## src/rtl/mops_sdo_responder_if.sv

```systemverilog
// CAN frame and ADC handshake bundle between a MOPS SDO responder and its
// CAN controller / ADC front end.
interface mops_sdo_responder_if;
  logic        rx_valid;
  logic        rx_ready;
  logic [75:0] rx_frame;
  logic        tx_valid;
  logic        tx_ready;
  logic [75:0] tx_frame;
  logic        adc_req;
  logic [7:0]  adc_ch;
  logic        adc_ack;
  logic [11:0] adc_data;

  modport slave (
    input  rx_valid, rx_frame, tx_ready, adc_ack, adc_data,
    output rx_ready, tx_valid, tx_frame, adc_req, adc_ch
  );

  modport master (
    output rx_valid, rx_frame, tx_ready, adc_ack, adc_data,
    input  rx_ready, tx_valid, tx_frame, adc_req, adc_ch
  );
endinterface

```

## src/rtl/mops_sdo_responder.sv

```systemverilog
// CANopen SDO responder for one MOPS node: expedited ADC uploads, aborts for
// unsupported objects, and NMT boot-up on request. One transaction at a time.
module mops_sdo_responder #(
  parameter logic [15:0] ADC_INDEX    = 16'h2400,
  parameter int unsigned ADC_CHANNELS = 35,
  parameter logic [15:0] ADC_TIMEOUT  = 16'd1000
) (
  input  logic                       clk,
  input  logic                       rst,
  input  logic [6:0]                 node_id,
  input  logic                       bootup_req,
  mops_sdo_responder_if.slave        sdo,
  output logic                       busy,
  output logic [15:0]                resp_cnt,
  output logic [7:0]                 err_cnt
);

  typedef enum logic [1:0] {IDLE, DECODE, ADC_WAIT, SEND} state_t;

  state_t      state_q, state_d;
  logic        boot_pend_q, boot_pend_d;
  logic [75:0] rx_q, rx_d;
  logic [75:0] tx_q, tx_d;
  logic [7:0]  ch_q, ch_d;
  logic [15:0] tmo_q, tmo_d;
  logic [15:0] resp_q, resp_d;
  logic [7:0]  err_q, err_d;

  logic [10:0] rx_cob_exp, tx_cob, boot_cob;
  logic [7:0]  b0, b1, b2, b3;

  assign rx_cob_exp = 11'h600 + {4'h0, node_id};
  assign tx_cob     = 11'h580 + {4'h0, node_id};
  assign boot_cob   = 11'h700 + {4'h0, node_id};
  assign b0 = rx_q[63:56];
  assign b1 = rx_q[55:48];
  assign b2 = rx_q[47:40];
  assign b3 = rx_q[39:32];

  function automatic logic [75:0] abort_frame(input logic [10:0] cob,
                                              input logic [23:0] echo,
                                              input logic [31:0] code);
    return {cob, 1'b0, 8'h80, echo,
            code[7:0], code[15:8], code[23:16], code[31:24]};
  endfunction

  always_ff @(posedge clk or posedge rst) begin
    if (rst) begin
      state_q     <= IDLE;
      boot_pend_q <= 1'b0;
      rx_q        <= '0;
      tx_q        <= '0;
      ch_q        <= '0;
      tmo_q       <= '0;
      resp_q      <= '0;
      err_q       <= '0;
    end else begin
      state_q     <= state_d;
      boot_pend_q <= boot_pend_d;
      rx_q        <= rx_d;
      tx_q        <= tx_d;
      ch_q        <= ch_d;
      tmo_q       <= tmo_d;
      resp_q      <= resp_d;
      err_q       <= err_d;
    end
  end

  always_comb begin
    state_d      = state_q;
    boot_pend_d  = boot_pend_q | bootup_req;
    rx_d         = rx_q;
    tx_d         = tx_q;
    ch_d         = ch_q;
    tmo_d        = tmo_q;
    resp_d       = resp_q;
    err_d        = err_q;
    sdo.rx_ready = 1'b0;
    sdo.adc_req  = 1'b0;
    sdo.tx_valid = 1'b0;

    case (state_q)
      IDLE: begin
        if (boot_pend_q) begin
          tx_d        = {boot_cob, 1'b0, 64'h0};
          boot_pend_d = bootup_req;
          state_d     = SEND;
        end else begin
          // A boot-up request arriving this cycle wins over a waiting frame.
          sdo.rx_ready = !bootup_req && !rst;
          if (sdo.rx_valid && !bootup_req) begin
            rx_d    = sdo.rx_frame;
            state_d = DECODE;
          end
        end
      end
      DECODE: begin
        if (rx_q[75:65] != rx_cob_exp || rx_q[64]) begin
          state_d = IDLE;
        end else if (b0 != 8'h40 || {b2, b1} != ADC_INDEX) begin
          tx_d    = abort_frame(tx_cob, {b1, b2, b3}, 32'h0602_0000);
          state_d = SEND;
        end else if (32'(b3) >= ADC_CHANNELS) begin
          tx_d    = abort_frame(tx_cob, {b1, b2, b3}, 32'h0609_0011);
          state_d = SEND;
        end else begin
          ch_d    = b3;
          tmo_d   = '0;
          state_d = ADC_WAIT;
        end
      end
      ADC_WAIT: begin
        sdo.adc_req = 1'b1;
        if (sdo.adc_ack) begin
          tx_d    = {tx_cob, 1'b0, 8'h43, b1, b2, b3, sdo.adc_data[7:0],
                     4'h0, sdo.adc_data[11:8], 16'h0};
          state_d = SEND;
        end else if (tmo_q == ADC_TIMEOUT - 16'd1) begin
          tx_d    = abort_frame(tx_cob, {b1, b2, b3}, 32'h0800_0000);
          state_d = SEND;
        end else begin
          tmo_d = tmo_q + 16'd1;
        end
      end
      SEND: begin
        sdo.tx_valid = 1'b1;
        if (sdo.tx_ready) begin
          state_d = IDLE;
          // Frame kind is recovered from the command byte; boot-up (0x00) counts nowhere.
          if (tx_q[63:56] == 8'h43)
            resp_d = resp_q + 16'd1;
          else if (tx_q[63:56] == 8'h80 && err_q != 8'hFF)
            err_d = err_q + 8'd1;
        end
      end
      default: state_d = IDLE;
    endcase
  end

  assign sdo.tx_frame = tx_q;
  assign sdo.adc_ch   = ch_q;
  assign busy         = (state_q != IDLE);
  assign resp_cnt     = resp_q;
  assign err_cnt      = err_q;

endmodule

```

## src/flat_wrapper.sv

```systemverilog
// flat-port wrapper written by rule: the top's interface ports become plain ports
module mops_sdo_responder_flat 
#(
  parameter logic [15:0] ADC_INDEX    = 16'h2400,
  parameter int unsigned ADC_CHANNELS = 35,
  parameter logic [15:0] ADC_TIMEOUT  = 16'd1000
)
  (clk, rst, node_id, bootup_req, busy, resp_cnt, err_cnt, sdo_rx_valid, sdo_rx_frame, sdo_tx_ready, sdo_adc_ack, sdo_adc_data, sdo_rx_ready, sdo_tx_valid, sdo_tx_frame, sdo_adc_req, sdo_adc_ch);
  mops_sdo_responder_if sdo_i ();
  input  logic clk;
  input  logic rst;
  input  logic [6:0] node_id;
  input  logic bootup_req;
  output logic busy;
  output logic [15:0] resp_cnt;
  output logic [7:0] err_cnt;
  input wire logic [$bits(sdo_i.rx_valid)-1:0] sdo_rx_valid;
  input wire logic [$bits(sdo_i.rx_frame)-1:0] sdo_rx_frame;
  input wire logic [$bits(sdo_i.tx_ready)-1:0] sdo_tx_ready;
  input wire logic [$bits(sdo_i.adc_ack)-1:0] sdo_adc_ack;
  input wire logic [$bits(sdo_i.adc_data)-1:0] sdo_adc_data;
  output wire logic [$bits(sdo_i.rx_ready)-1:0] sdo_rx_ready;
  output wire logic [$bits(sdo_i.tx_valid)-1:0] sdo_tx_valid;
  output wire logic [$bits(sdo_i.tx_frame)-1:0] sdo_tx_frame;
  output wire logic [$bits(sdo_i.adc_req)-1:0] sdo_adc_req;
  output wire logic [$bits(sdo_i.adc_ch)-1:0] sdo_adc_ch;
  assign sdo_i.rx_valid = sdo_rx_valid;
  assign sdo_i.rx_frame = sdo_rx_frame;
  assign sdo_i.tx_ready = sdo_tx_ready;
  assign sdo_i.adc_ack = sdo_adc_ack;
  assign sdo_i.adc_data = sdo_adc_data;
  assign sdo_rx_ready = sdo_i.rx_ready;
  assign sdo_tx_valid = sdo_i.tx_valid;
  assign sdo_tx_frame = sdo_i.tx_frame;
  assign sdo_adc_req = sdo_i.adc_req;
  assign sdo_adc_ch = sdo_i.adc_ch;
  mops_sdo_responder #(.ADC_INDEX(ADC_INDEX), .ADC_CHANNELS(ADC_CHANNELS), .ADC_TIMEOUT(ADC_TIMEOUT)) u_core (.clk(clk), .rst(rst), .node_id(node_id), .bootup_req(bootup_req), .sdo(sdo_i), .busy(busy), .resp_cnt(resp_cnt), .err_cnt(err_cnt));
endmodule
```

## config.mk

```make
export PLATFORM = sky130hd
export DESIGN_NAME = mops_sdo_responder_flat
export DESIGN_NICKNAME = d
export VERILOG_FILES = /design/src/rtl/mops_sdo_responder_if.sv /design/src/rtl/mops_sdo_responder.sv /design/src/flat_wrapper.sv
export SDC_FILE = /design/constraint.sdc
export NUM_CORES = 1
export LEC_CHECK = 0
export ABC_AREA = 0
export BUFFER_PORTS_ARGS = -buffer_cell sky130_fd_sc_hd__buf_2
export CORE_UTILIZATION = 54
export CTS_CLUSTER_SIZE = 40
export DETAILED_ROUTE_END_ITERATION = 10
export HOLD_SLACK_MARGIN = 0.08
export PLACE_DENSITY_LB_ADDON = 0.3
export SYNTH_ARGS = -nofsm -noshare
export SYNTH_HDL_FRONTEND = slang
export SYNTH_SLANG_ARGS = --single-unit
export TNS_END_PERCENT = 10
```

## constraint.sdc

```tcl
create_clock -name clk -period 8.12 [get_ports clk]
set_input_delay 0.812 -clock clk [delete_from_list [all_inputs] [get_ports clk]]
set_output_delay 0.812 -clock clk [all_outputs]
set_load 0.05 [all_outputs]
```

==> reports/metrics.yaml, run 1 <==
finalCritPeriodShare_pct: 39.7
track_usage_pct: 23.6
drive_gt1_share_pct: 34.1
holdWs_ns: 0.465
synth_edf_count: 0
finalPower_mw: 3.21
first_iter_violations: 205
overflow: 0
grt_pass1_wl_mm: 23.5
critical_path_peak_fanout: 51
rows: 40
hold_depth: 1
synth_top_flop_cell: "dfrtp_1"
ctsResizeCount: 0
place_area_mm2: 0.00765
finalWirelength_mm: 14.4
dp_slack_ns: 4.91
finalNetCount: 854
max_freq_mhz: 310
place_congestion: 0.807
dp_hpwl_mm: 9.96
coreArea_mm2: 0.0122
rsz0062_at_grt: "false"
finalMaxSlewViolations: 0
final_common_cell: "buf_2"
yosys_warnings: 0
fin_util_pct: 67.9
regArea_mm2: 0.00368
hold_buffers: 0
synth_seq_area_share_pct: 54.0
drc: 0
avgSynthCellArea_um2: 11.5
clkTransAtPathRegs_ns: 0.06
cap_violations: 0
critPathCaptureType: "flop"
io_buffers: 161
async_flop_share_pct: 100
htree_levels: 4
grt_max_degree: 90
dieArea_mm2: 0.0131
clk_path_buf_depth: 2
die_w_um: 114
ant_nets: 0
most-common-layout-cells: "161 x buf_2, 147 x dfrtp_1, 60 x nand2_1"
cts_sinks: 147
tns_ns: 0
hold_path.class: "reg -> reg"
cts_tree: "done"
crit_path_start_kind: "flop"
wl_per_cell_um: 15.5
cellPowerDensity_mw_per_mm2: 389
cts_buffers: 17
finish.instance_area_mm2: 0.00826
cts-root-buf: "clkbuf_16"
final.setup_skew_ns: 0.00979
start_util_pct: 56.0
routed-via-count: 4823
grt_antenna_before_repair: 0
tightestPinTransition_ns: 1.06
fin_ws_ns: 4.89
status: "finished, final reports clean"
num_io_pins: 213
nFillCells: 921
insertion_delay_ns: 0.42
postSynthCellCount: 590
multiInputGateArea_mm2: 0.00275
vias_per_cell: 5.20
peakVddDrop_v: 0.000237
fin_crit_ns: 3.23
syn2layout_area_growth_pct: 21.3
grt_pass1_vias: 4841
ys_ff_latch: 147
drtPass1Iterations: 4
antenna_cells: 0
worstPathRequired_ns: 8.42
slew_headroom_pct: 29.0
hold_viol_final: 0
synth_cell_types: 51
post-cts-setup-buffer-count: 0
cp.arrival_ns: 3.53
syn_area_mm2: 0.00681
final_cells: 927
setup_viol: 0
critPathKind: "reg -> reg"
reg2regPathDepth: 8
placed_cells: 895
p_leak_nw: 4.19
fp.dieH_um: 114
-- where the power goes --
| group | switching (mW) | internal (mW) |
|---|---|---|
| sequential | 0.157 | 0.960 |
| clock | 0.301 | 0.497 |
| combinational | 0.874 | 0.420 |
-- cell usage after synthesis, drive strengths merged (2+ instances only) --
cell type / count / area, µm²
a31oi: 2 / 12.5
nand2: 60 / 225
or3: 2 / 12.5
ha: 7 / 87.6
a211oi: 2 / 20.0
and3: 10 / 62.6
xnor2: 22 / 193
mux2i: 46 / 460
mux2: 65 / 732
dfrtp: 147 / 3680
or3b: 2 / 17.5
o21a: 2 / 15.0
nor2: 13 / 48.8
nor3: 12 / 60.1
nor2b: 5 / 31.3
xor2: 7 / 61.3
buf: 33 / 236
inv: 48 / 180
a21oi: 4 / 23.8
clkbuf: 12 / 45.0
nor4: 11 / 83.8
nor4b: 5 / 43.8
nand3b: 2 / 15.0
o21ai: 9 / 48.8
a211o: 2 / 17.5
nand4: 9 / 56.3
nand2b: 13 / 81.3
nand3: 21 / 105
o211ai: 2 / 15.0
-- routing by layer --
| metal | GRT usage, % | part of all wire (%) | vias to the layer above |
|---|---|---|---|
| met2 | 39.6 | 49 | 145 |
| met1 | 28.5 | 43 | 2375 |
| met5 | 0 | 0 | - |
| li1 | - | - | 2287 |
| met4 | 8.92 | 1.3 | 0 |
| met3 | 7.62 | 6.1 | 16 |
-- kinds of logic after synthesis --
group | count (synthesis) | synth area share (%)
AOI/OAI and AO/OA | 31 | 3.31
DFF | 147 | 54.0
adders and majority gates | 7 | 1.29
buffers and inverters | 93 | 6.78
other | 1 | 0.0551
muxes | 111 | 17.5
and+or+nand+nor | 171 | 13.3
xor gates and xnor gates | 29 | 3.73
-- sequential cells by signal, summed over array words and instances, names as in the netlist --
register,count
u_core.rx_q,44
u_core.tmo_q,16
u_core.resp_cnt,16
u_core.sdo.tx_frame,52
u_core.sdo.adc_ch,8
u_core.state_q,2
u_core.err_cnt,8
u_core.boot_pend_q,1
-- area by class of cell --
cell class,count,area share (%)
flip-flops and latches,147,44.5
multi-input cells,368,33.3
repair buffers,164,10.0
clock buffers,19,5.48
well taps,168,2.54
inverters,48,2.24
clock inverters,13,1.89
-- final timing paths --
check,startpoint,endpoint,slack (ns)
max,u_core.state_q[0],u_core.sdo.tx_frame[72],4.89
min,u_core.resp_cnt[15],u_core.resp_cnt[15],0.46
max reg2reg,u_core.state_q[0],u_core.sdo.tx_frame[72],4.89
min reg2reg,u_core.resp_cnt[15],u_core.resp_cnt[15],0.46
max in group asynchronous,rst,u_core.rx_q[39],6.31
min in group asynchronous,rst,u_core.sdo.tx_frame[55],0.55
-- critical path, cell delays in order, from the launching register on --
cell and delay (ns):
dfrtp_1 0.43, inv_1 0.11, ha_1 0.61, nor2b_1 0.37, o21a_1 0.24, nor3_1 0.12, o21ai_4 0.08, buf_4 0.69
mux2_2 0.41
Power figures use the tool's default switching activity.
==> run 2: changes to the inputs <==
--- a/config.mk
+++ b/config.mk
@@ -5,9 +5,9 @@
 export SDC_FILE = /design/constraint.sdc
 export NUM_CORES = 1
 export LEC_CHECK = 0
-export ABC_AREA = 0
+export ABC_AREA = 1
 export BUFFER_PORTS_ARGS = -buffer_cell sky130_fd_sc_hd__buf_2
-export CORE_UTILIZATION = 54
+export CORE_UTILIZATION = 52
 export CTS_CLUSTER_SIZE = 40
 export DETAILED_ROUTE_END_ITERATION = 10
 export HOLD_SLACK_MARGIN = 0.08
==> constraint.sdc (replaced) <==
create_clock -name clk -period 3.33 [get_ports clk]
set_input_delay 0.333 -clock clk [delete_from_list [all_inputs] [get_ports clk]]
set_output_delay 0.333 -clock clk [all_outputs]
set_load 0.05 [all_outputs]
==> run 2 against run 1 <==
Effect of this change:
- wire length increased by 20%
- cell count increased by 32%
- clock skew decreased by 0.0026 ns
- sequential share of layout area decreased by 3.0 points
- critical path depth decreased by 1
- synthesized cell count increased by 50%
- synthesized area increased by 8.6%
- non-clock buffer count increased by 8
- total power increased to 2.6 times the previous value
- die area increased by 13%
- setup slack got worse by 3.9 ns
- critical endpoint is now sdo_rx_ready
- highest routed layer unchanged
==> reports/metrics.yaml, run 2 <==
num_io_pins: 213  # unchanged
max_freq_mhz: 423
async_flop_share_pct: 100  # unchanged
routed-via-count: 6254  # +30%
cts_tree: "done"
avgSynthCellArea_um2: 8.37  # -28%
critPathCaptureType: "output port"
finalPower_mw: 8.35  # +160%
die_w_um: 121  # +6.1%
yosys-top-cells-count: "249 x nand2_1, 147 x dfrtp_1, 104 x nor2_1, 89 x nand3_1, 63 x inv_1"
peakVddDrop_v: 0.000683  # +190%
final_cells: 1223  # +32%
grt_max_degree: 59  # -34%
overflow: 0  # unchanged
hold_path.class: "in -> async"
fin_crit_ns: 2.37
worstPathRequired_ns: 3.00  # -5.42 ns
ctsResizeCount: 0  # unchanged
critPathKind: "reg -> out"
cellPowerDensity_mw_per_mm2: 943  # +140%
cts-root-buf: "clkbuf_16"
final_common_cell: "nand2_1"
postSynthCellCount: 884  # +50%
status: "finished, final reports clean"
finalCritPeriodShare_pct: 71.0
critical_path_peak_fanout: 4  # -92%
ant_nets: 0  # unchanged
dieArea_mm2: 0.0147  # +13%
first_iter_violations: 339  # +65%
p_leak_nw: 4.88  # +17%
tns_ns: 0  # unchanged
track_usage_pct: 25.1  # +1.5 points
clkTransAtPathRegs_ns: 0.06  # about the same
start_util_pct: 53.3  # -2.7 points
cp.arrival_ns: 2.03  # -1.50 ns
largest_reg_flops: 52  # unchanged
drc: 0  # unchanged
drive_gt1_share_pct: 24.3  # -9.9 points
insertion_delay_ns: 0.42  # about the same
synth.top_cell.area_share_pct: 49.7  # -4.3 points
cap_violations: 0  # unchanged
most-common-layout-cells: "248 x nand2_1, 161 x buf_2, 147 x dfrtp_1"
io_buffers: 161  # unchanged
setup_viol: 0  # unchanged
wl_per_cell_um: 14.2  # -8.9%
ys_top_cells_by_area: "dfrtp_1 50%, nand2_1 13%, nand3_1 6.0%"
syn2layout_area_growth_pct: 19.8
clk_path_buf_depth: 2  # unchanged
rows: 43  # +7.5%
tightestPinTransition_ns: 1.10  # +0.0346 ns
synth_cell_types: 30  # -41%
place_area_mm2: 0.00826  # +8.0%
cts_buffers: 17  # unchanged
slew_headroom_pct: 26.8  # -2.1 points
grt_antenna_before_repair: 0  # unchanged
finish.instance_area_mm2: 0.00886  # +7.3%
crit_path_start_kind: "flop"
vias_per_cell: 5.11  # -1.7%
finalWirelength_mm: 17.3  # +20%
htree_levels: 4  # unchanged
hold_viol_final: 0  # unchanged
hold_buffers: 0  # unchanged
yosys_warnings: 0  # unchanged
synth_edf_count: 0  # unchanged
fp.dieH_um: 121  # +6.1%
rsz0062_at_grt: "false"
finalMaxSlewViolations: 0  # unchanged
post-cts-setup-buffer-count: 0  # unchanged
drtPass1Iterations: 5  # +1
dp_hpwl_mm: 11.9  # +19%
ys_ff_latch: 147  # unchanged
final.setup_skew_ns: 0.00721  # -0.00258 ns
cts_sinks: 147  # unchanged
syn_area_mm2: 0.00740  # +8.6%
yosysMostFrequentCell: "nand2_1"
finalNetCount: 1139  # +33%
grt_pass1_vias: 5872  # +21%
place_congestion: 0.845  # +4.7%
coreArea_mm2: 0.0139  # +14%
antenna_cells: 0  # unchanged
synth_seq_area_share_pct: 49.7  # -4.3 points
synth_top_flop_cell: "dfrtp_1"
synth_top_area_cell: "dfrtp_1"
grt_pass1_wl_mm: 28.7  # +22%
placed_cells: 1192  # +33%
==> run 2: worst paths after layout <==
kind	from	endpoint	slack [ns]	cells past startpoint
setup / recovery	u_core.state_q[1]	sdo_rx_ready	0.96	7
max in group asynchronous	rst	u_core.sdo.adc_ch[0]	2.47	3
setup reg to reg	u_core.state_q[0]	u_core.sdo.tx_frame[2]	1.00	10
hold / removal	rst	u_core.rx_q[53]	0.1	2
min in group clk	sdo_rx_frame[52]	u_core.rx_q[52]	0.14	2
hold reg to reg	u_core.sdo.tx_frame[33]	u_core.sdo.tx_frame[33]	0.46	2
==> run 2: layout make-up <==
type | count | area (µm²)
Clock inverter | 8 | 100
Inverter | 66 | 251
Sequential cell | 147 | 3680
Fill cell | 1194 | 5020
Tap cell | 180 | 225
Clock buffer | 23 | 498
Timing Repair Buffer | 172 | 926
Multi-Input combinational cell | 627 | 3180
==> run 2: cells by family after synthesis <==
kind of cell	count (synthesis)	synth area share (%)
AOI/OAI and AO/OA	27	2.17
xor gates and xnor gates	27	3.20
adders and majority gates	7	1.18
buffers and inverters	128	8.27
DFF	147	49.7
muxes	34	5.18
other	1	0.0507
and+or+nand+nor	513	30.2
==> run 2: where the power goes <==
group / switching (mW) / leakage [nW] / total, mW / internal, mW
logic: 2.79 / 2.68 / 3.76 / 0.967
registers: 0.342 / 1.90 / 2.67 / 2.33
clock network: 0.728 / 0.295 / 1.92 / 1.20
total: 3.86 / 4.88 / 8.35 / 4.50
==> run 2: worst max-delay path, cell delays in order, from the launching register on <==
cell and delay [ns]:
dfrtp_1 0.42, inv_1 0.11, ha_1 0.17, inv_1 0.09
nor2_1 0.25, inv_1 0.14, nor3_1 0.14, buf_2 0.28
==> run 2: routing by layer <==
layer	wire [µm]	share of wire (%)	vias to the layer above	global-route usage [%]
li1	-	-	3085	-
met2	8240	48	189	39.4
met5	0	0	-	0
met1	7720	45	2949	33.6
met3	952	5.5	31	5.73
met4	401	2.3	0	10.1
==> run 2: per-stage QoR <==
step	worst slack (ns)	hold WS (ns)	util [%]
2_1_floorplan	0.752	0.443	-
3_3_place_gp	1.02	0.450	59.5
3_5_place_dp	1.00	0.454	59.5
4_1_cts	0.942	0.117	63.8
5_1_grt	0.785	0.127	63.8
6_report	0.965	0.0966	63.8
==> run 3: changes to the inputs <==
==> constraint.sdc (replaced) <==
create_clock -name clk -period 2.2 [get_ports clk]
set_input_delay 0.22 -clock clk [delete_from_list [all_inputs] [get_ports clk]]
set_output_delay 0.22 -clock clk [all_outputs]
set_load 0.05 [all_outputs]
==> run 3 against run 2 <==
Effect of this change:
- count of clock-buffer cells in the layout shrank 3
- core utilization grew 4.6 points
- design area grew 7.2%
- register-to-register slack lost 0.86 ns
- critical path depth grew 3
- die area is the same
- combinational power grew 59%
- cell count grew 5.3%
==> reports/metrics.yaml, run 3 (synthesis gave the netlist of run 2 again) <==
clkTransAtPathRegs_ns: 0.06  # about the same
ant_nets: 0  # unchanged
rsz0062_at_grt: "false"
setup_viol: 0  # unchanged
grt_antenna_before_repair: 0  # unchanged
clk_path_buf_depth: 2  # unchanged
crit_cells: 10  # +3
cts_sinks: 147  # unchanged
worstPathRequired_ns: 2.55  # -0.45 ns
hold_path.class: "in -> reg"
syn2layout_area_growth_pct: 28.4
antenna_cells: 0  # unchanged
final.setup_skew_ns: 0.00857  # +0.00136 ns
drc: 0  # unchanged
tightestPinTransition_ns: 0.683  # -0.413 ns
critical_path_peak_fanout: 12  # +8
grt_max_degree: 59  # unchanged
cpPeakStageDelay_ns: 0.38  # -0.04 ns
htree_levels: 4  # unchanged
cap_violations: 0  # unchanged
cpMaxStageDelayCell: "dfrtp_1"
largest_reg_flops: 52  # unchanged
rrSetupSlack_ns: 0.14  # -0.86 ns
overflow: 0  # unchanged
finalMaxSlewViolations: 0  # unchanged
max_freq_mhz: 485
cts-root-buf: "clkbuf_16"
insertion_delay_ns: 0.42  # about the same
crit_family: "simple AND/OR/NAND/NOR gates"
hold_depth: 5
finalCritPeriodShare_pct: 93.6
finalWirelength_mm: 18.7  # +7.8%
die_w_um: 121  # unchanged
drive_gt1_share_pct: 24.0  # -0.25 points
fin_crit_ns: 2.06
r2r-start: "u_core.rx_q[57]"
cellPowerDensity_mw_per_mm2: 1360  # +44%
hold_viol_final: 0  # unchanged
finalNetCount: 1203  # +5.6%
post-cts-setup-buffer-count: 0  # unchanged
holdWs_ns: 0.135  # +0.0386 ns
grt_pass1_wl_mm: 30.8  # +7.5%
start_util_pct: 53.3  # unchanged
path_cells: "nor2_1, nand2_1, nor2_1, nand3_1, nor2_1, nor2_4, nand2_2, buf_4, nand2_1, nand2_1"
status: "finished, final reports clean"
reg2regPathDepth: 10  # unchanged
cts_tree: "done"
grt_pass1_vias: 6331  # +7.8%
crit_path_start_kind: "flop"
peakVddDrop_v: 0.00118  # +72%
fin_util_pct: 68.4  # +4.6 points
min_from: "sdo_adc_data[8]"
p_leak_nw: 5.15  # +5.6%
rows: 43  # unchanged
cts_buffers: 17  # unchanged
coreArea_mm2: 0.0139  # unchanged
final_common_cell: "nand2_1"
first_iter_violations: 411  # +21%
num_io_pins: 213  # unchanged
io_buffers: 161  # unchanged
vias_per_cell: 5.07  # -0.78%
critPathCaptureType: "flop"
place_congestion: 0.814  # -3.6%
cp.arrival_ns: 2.41  # +0.38 ns
track_usage_pct: 27.1  # +2.0 points
crit_buf_inv: 1  # -3
drtPass1Iterations: 5  # unchanged
most-common-layout-cells: "248 x nand2_1, 161 x buf_2, 147 x dfrtp_1"
dp_hpwl_mm: 12.1  # +2.0%
worstHoldEndpoint: "u_core.sdo.tx_frame[16]"
reg2reg_to: "u_core.sdo.tx_frame[40]"
dieArea_mm2: 0.0147  # unchanged
routed-via-count: 6535  # +4.5%
fp.dieH_um: 121  # unchanged
wl_per_cell_um: 14.5  # +2.4%
nFillCells: 1121  # -6.1%
critPathKind: "reg -> reg"
slew_headroom_pct: 54.4  # +28 points
[run 3: cell count changes in the layout (fill, tap and decap cells not counted), sizes merged]
cell,delta
buf,+11
clkinvlp,+2
dlygate4sd3,+53
clkbuf,-3
inv,+2
[run 3: tightest hold or removal path, delay by kind of cell]
kind                   cells  cell delay [ns]
and+or+nand+nor            4             0.19
buffers and inverters      1             0.10
[run 3: through the flow]
step	TNS, ns	instances	instance area (µm²)	power [mW]	setup WS, ns
finish	0	1288	9500	12.9	0.140
global route	0	1288	9500	13.6	0.00737
detailed placement	0	1203	8370	9.89	0.223
floorplan	-0.265	902	7470	8.43	-0.265
global placement	0	1203	8370	9.80	0.265
CTS	0	1288	9490	12.9	0.123
[run 3: worst max-delay path by stage]
| stage | to | slack, ns | startpoint |
|---|---|---|---|
| 2_1_floorplan | sdo_rx_ready | -0.26 | u_core.state_q[0] |
| 3_3_place_gp | u_core.resp_cnt[12] | 0.27 | u_core.state_q[0] |
| 3_5_place_dp | u_core.sdo.tx_frame[36] | 0.22 | u_core.rx_q[57] |
| 4_1_cts | sdo_rx_ready | 0.12 | u_core.state_q[0] |
| 5_1_grt | u_core.resp_cnt[12] | 0.007 | u_core.state_q[0] |
| 6_report | u_core.sdo.tx_frame[40] | 0.14 | u_core.rx_q[57] |
[run 3: repair_timing]
item	4_1_cts	5_1_grt
resized for setup	0	2
hold buffers	53	0
hold endpoints to repair	77	0
endpoints found under the setup margin	0	16
[run 3: cell type report]
type                    instances  area (µm²)  area share [%]
clock buffers                  20         457            4.81
clock inverters                12         129            1.36
inverters                      66         251            2.65
multi-input cells             627        3190            33.6
flip-flops and latches        147        3680            38.7
well taps                     180         225            2.37
repair buffers                236        1570            16.5
[run 3: where the power goes]
part / total (mW) / internal [mW] / switching [mW]
clock: 2.87 / 1.73 / 1.14
sequential: 4.05 / 3.53 / 0.524
combinational: 5.97 / 1.68 / 4.29
total: 12.9 / 6.94 / 5.96
[run 3: layer usage]
layer / global-route usage, % / wire [µm] / vias up
li1: - / - / 3214
met1: 35.1 / 7870 / 3049
met2: 43.6 / 9160 / 232
met3: 5.73 / 1120 / 40
met4: 12.4 / 522 / 0
met5: 0 / 0 / -
